--- src/rtl/cache_line_fill.sv ---
// Line-fill stage: turns a wrapped, critical-beat-first burst of 16-bit SDRAM beats
// into half-word writes on the cache data RAM port and forwards the critical beat.
module cache_line_fill #(
    parameter int AW      = 10,
    parameter int LBEATS  = 3,
    parameter int TIMEOUT = 255
) (
    input  logic                clock,
    input  logic                reset_n,
    input  logic                fill_req,
    input  logic [AW-LBEATS:0]  fill_line,
    input  logic [LBEATS-1:0]   fill_beat,
    input  logic                fill_abort,
    output logic                fill_busy,
    output logic                fill_done,
    output logic                fill_err,
    input  logic                sd_dv,
    input  logic [15:0]         sd_data,
    output logic                crit_valid,
    output logic [15:0]         crit_data,
    output logic                ram_wren,
    output logic [AW-1:0]       ram_addr,
    output logic [3:0]          ram_byteena,
    output logic [31:0]         ram_data
);

    typedef enum logic [1:0] {S_IDLE, S_WAIT, S_FILL} state_t;

    localparam logic [LBEATS-1:0] LAST_BEAT   = '1;
    localparam logic [7:0]        TIMEOUT_CNT = 8'(TIMEOUT);

    state_t              state;
    state_t              state_next;
    logic [AW-LBEATS:0]  line;
    logic [LBEATS-1:0]   bp;
    logic [LBEATS-1:0]   cnt;
    logic [7:0]          idle_cnt;
    logic [7:0]          idle_next;
    logic                start;
    logic                take_beat;
    logic                last_beat;
    logic                time_out;

    assign idle_next = idle_cnt + 8'd1;

    always_ff @(posedge clock or negedge reset_n) begin
        if (!reset_n) state <= S_IDLE;
        else          state <= state_next;
    end

    // sd_dv carries no back-pressure: every beat seen in WAIT/FILL is consumed.
    // Abort outranks a simultaneous beat, and a beat or abort outranks the timeout.
    always_comb begin
        state_next = state;
        start      = 1'b0;
        take_beat  = 1'b0;
        last_beat  = 1'b0;
        time_out   = 1'b0;
        case (state)
            S_IDLE: begin
                if (fill_req) begin
                    start      = 1'b1;
                    state_next = S_WAIT;
                end
            end
            S_WAIT, S_FILL: begin
                if (fill_abort) begin
                    state_next = S_IDLE;
                end else if (sd_dv) begin
                    take_beat = 1'b1;
                    if (cnt == LAST_BEAT) begin
                        last_beat  = 1'b1;
                        state_next = S_IDLE;
                    end else begin
                        state_next = S_FILL;
                    end
                end else if (idle_next == TIMEOUT_CNT) begin
                    time_out   = 1'b1;
                    state_next = S_IDLE;
                end
            end
            default: state_next = S_IDLE;
        endcase
    end

    always_ff @(posedge clock or negedge reset_n) begin
        if (!reset_n) begin
            line        <= '0;
            bp          <= '0;
            cnt         <= '0;
            idle_cnt    <= '0;
            fill_busy   <= 1'b0;
            fill_done   <= 1'b0;
            fill_err    <= 1'b0;
            crit_valid  <= 1'b0;
            crit_data   <= '0;
            ram_wren    <= 1'b0;
            ram_addr    <= '0;
            ram_byteena <= '0;
            ram_data    <= '0;
        end else begin
            ram_wren   <= take_beat;
            crit_valid <= take_beat && (state == S_WAIT);
            fill_done  <= last_beat;
            fill_err   <= time_out;

            if (start) begin
                line      <= fill_line;
                bp        <= fill_beat;
                cnt       <= '0;
                idle_cnt  <= '0;
                fill_busy <= 1'b1;
            end

            if (take_beat) begin
                // Two beats share one 32-bit word; bp[0] picks the half.
                ram_addr    <= {line, bp[LBEATS-1:1]};
                ram_byteena <= bp[0] ? 4'b1100 : 4'b0011;
                ram_data    <= {sd_data, sd_data};
                bp          <= bp + 1'b1;
                cnt         <= cnt + 1'b1;
                idle_cnt    <= '0;
                if (state == S_WAIT) crit_data <= sd_data;
            end else if (state != S_IDLE) begin
                idle_cnt <= idle_next;
            end

            if (state != S_IDLE && state_next == S_IDLE) fill_busy <= 1'b0;
        end
    end

endmodule

--- config.mk ---
export PLATFORM = sky130hd
export DESIGN_NAME = cache_line_fill
export DESIGN_NICKNAME = d
export VERILOG_FILES = /design/src/rtl/cache_line_fill.sv
export SDC_FILE = /design/constraint.sdc
export NUM_CORES = 1
export LEC_CHECK = 0
export CORE_AREA = 2 2 102 74
export CTS_BUF_LIST = sky130_fd_sc_hd__clkbuf_4
export DETAILED_ROUTE_END_ITERATION = 6
export DIE_AREA = 0 0 104 76
export HOLD_SLACK_MARGIN = 0.12
export PLACE_DENSITY = 0.92
export REMOVE_ABC_BUFFERS = 1
export SYNTH_ARGS = -nofsm -noshare
export SYNTH_HDL_FRONTEND = slang
export SYNTH_SLANG_ARGS = --single-unit
--- constraint.sdc ---
create_clock -name clock -period 2.5 [get_ports clock]
set_input_delay 0.75 -clock clock [delete_from_list [all_inputs] [get_ports clock]]
set_output_delay 0.75 -clock clock [all_outputs]
set_load 0.1 [all_outputs]
==> out/qor.yml <==
path_clk_slew_ns: 0.10
numCtsBuffers: 9
syn_avg_cell_area_um2: 10.3
finalNetCount: 438
antenna_cells: 0
ant_nets: 0
clock_tree.buffer_depth: 2
synth_edf_count: 0
rsz0062_at_grt: "no"
maxCapViolations: 0
drv_slew: 0
crit_type: "in2reg"
finalCritPeriodShare: 0.761
startpoint_type: "input pin"
core_area_um2: 7030
path_max_fanout: 45
synth_area_leader_cell: "dfrtp_1"
hold_path.class: "in2async"
syn_inst: 314
fp.dieH_um: 76
worst_ep_required_time_ns: 2.80
grt_pass1_vias: 2579
fin_skew_ns: 0.00501
tritoncts: "built"
r2r_cells: 8
postCtsResizedCells: 0
grt_overflow: 0
io_buffers: 98
r2r_end: "state[1]$_DFF_PN0_"
synthArstFlopShare: 1.00
clkLatencyLatePin_ns: 0.40
die_area_um2: 7900
dr.first_iter.drc_count: 147
arrival_ns: 2.20
clkSinkCount: 73
synth_top_area_frac: 0.564
vias: 2503
wl_um: 7110
syn_to_final_growth_pct: 28.3
antenna_found_initial: 0
fillers: 617
fp.dieW_um: 104
grt_pass1_wl_um: 12200
postCtsSetupBuffers: 0
dp_hpwl_um: 5120
slew_headroom: 0.668
r2r-start: "state[0]$_DFF_PN0_"
gp_congestion: 0.805
grt_max_degree: 46
final_hold_viol_count: 0
avgRoutedWirePerCell_um: 14.2
netlist_area_um2: 3240
finalCriticalPeriod_ns: 1.90
h-tree-depth: 3
outcome: "completed"
cts_root_buffer: "clkbuf_4"
rows: 26
tightest_slew_ns: 0.498
fin_util: 0.592
reg2reg_slack_ns: 0.61
via_per_inst: 5.01
drc: 0
hold_ws_ns: 0.306
dpl_cell_area_um2: 4050
synth_most_common_cell: "nand2_1"
start_util: 0.461
max_freq_mhz: 526
ys.flop_type: "dfrtp_1"
yosys_warnings: 0
grt_usage: 0.191
synth_cell_types: 40
drive_above_1_share: 0.299
final_area_um2: 4160
setup_viol: 0
pin_count: 99
crit_path_end_kind: "flop"
cts_hold_buf: 0
yosys-top-cells-count: "nand2_1 (93), dfrtp_1 (73), mux2_2 (24)"
ys_seq_area_frac: 0.564
ys_top_cells_by_area: "dfrtp_1 (56%), nand2_1 (11%), mux2_2 (8.3%), buf_4 (4.6%), ha_1 (3.1%)"
drt_pass1_iterations: 4
ys_seq_elements: 73
[through the flow]
step	cells	setup slack (ns)	setup TNS, ns
6_report	500	0.598	0
5_1_grt	500	0.457	0
4_1_cts	500	0.604	0
3_5_place_dp	485	0.200	0
3_3_place_gp	485	0.244	0
2_1_floorplan	282	-0.421	-7.38
[how the worst max path moves through the flow]
stage / startpoint / endpoint / slack, ns
3_5_place_dp: fill_abort / state[1]$_DFF_PN0_ / 0.20
6_report: fill_abort / state[1]$_DFF_PN0_ / 0.60
3_3_place_gp: fill_abort / state[1]$_DFF_PN0_ / 0.24
5_1_grt: state[0]$_DFF_PN0_ / state[1]$_DFF_PN0_ / 0.46
2_1_floorplan: fill_abort / crit_data[0]$_DFFE_PN0P_ / -0.42
4_1_cts: fill_busy$_DFFE_PN0P_ / fill_busy / 0.60
[critical path: stages]
cell,delay (ns)
clkdlybuf4s50_1,0.41
nand3b_1,0.20
inv_2,0.11
buf_12,0.22
nand2b_1,0.12
and2_1,0.16
a221oi_1,0.23
[flip-flops by register name, summed over array words and instances, names as in the netlist]
register,cells
cnt,3
fill_busy,1
ram_byteena,2
ram_data,16
crit_data,16
ram_wren,1
line,8
fill_done,1
ram_addr,10
bp,3
state,2
idle_cnt,8
crit_valid,1
fill_err,1
[logic make-up after synthesis]
logic type	after synthesis	synth area share
XOR/XNOR	1	0.00270
multiplexers	25	0.0865
flip-flops	73	0.564
AND/OR/NAND/NOR	129	0.170
adder cells (fa/ha/maj)	8	0.0309
AO/OA/AOI/OAI	36	0.0734
buffers and inverters	42	0.0726
[metal layers]
metal | GRT usage | vias up | share of wire
met5 | 0 | - | 0
met4 | 0.0500 | 0 | 0.011
met3 | 0.0624 | 11 | 0.065
met2 | 0.324 | 79 | 0.49
met1 | 0.238 | 1217 | 0.44
li1 | - | 1196 | -
[cell type report]
type	instances	area (µm²)	area share
sequential	73	1830	0.439
multi-input combinational	199	1180	0.283
timing repair buffer	105	888	0.214
tap	98	123	0.0295
clock buffer	11	82.6	0.0199
inverter	10	37.5	0.00903
clock inverter	4	21.3	0.00512
[cell usage in the layout, fill, tap and decap left out, drive strengths merged, types with 3 or more instances in the layout]
cell type      instances
a21oi                  6
a311oi                 4
a31oi                  5
and2                   4
buf                   75
clkbuf                11
clkdlybuf4s50         30
clkinv                 3
dfrtp                 73
ha                     8
inv                   10
mux2                  24
nand2                 94
nand3                  7
nand3b                 3
nor2                  11
nor3b                  3
o21ai                 12
Power is not shown: default switching activity piles up to over one toggle a cycle in this logic, so the estimate is an artifact.
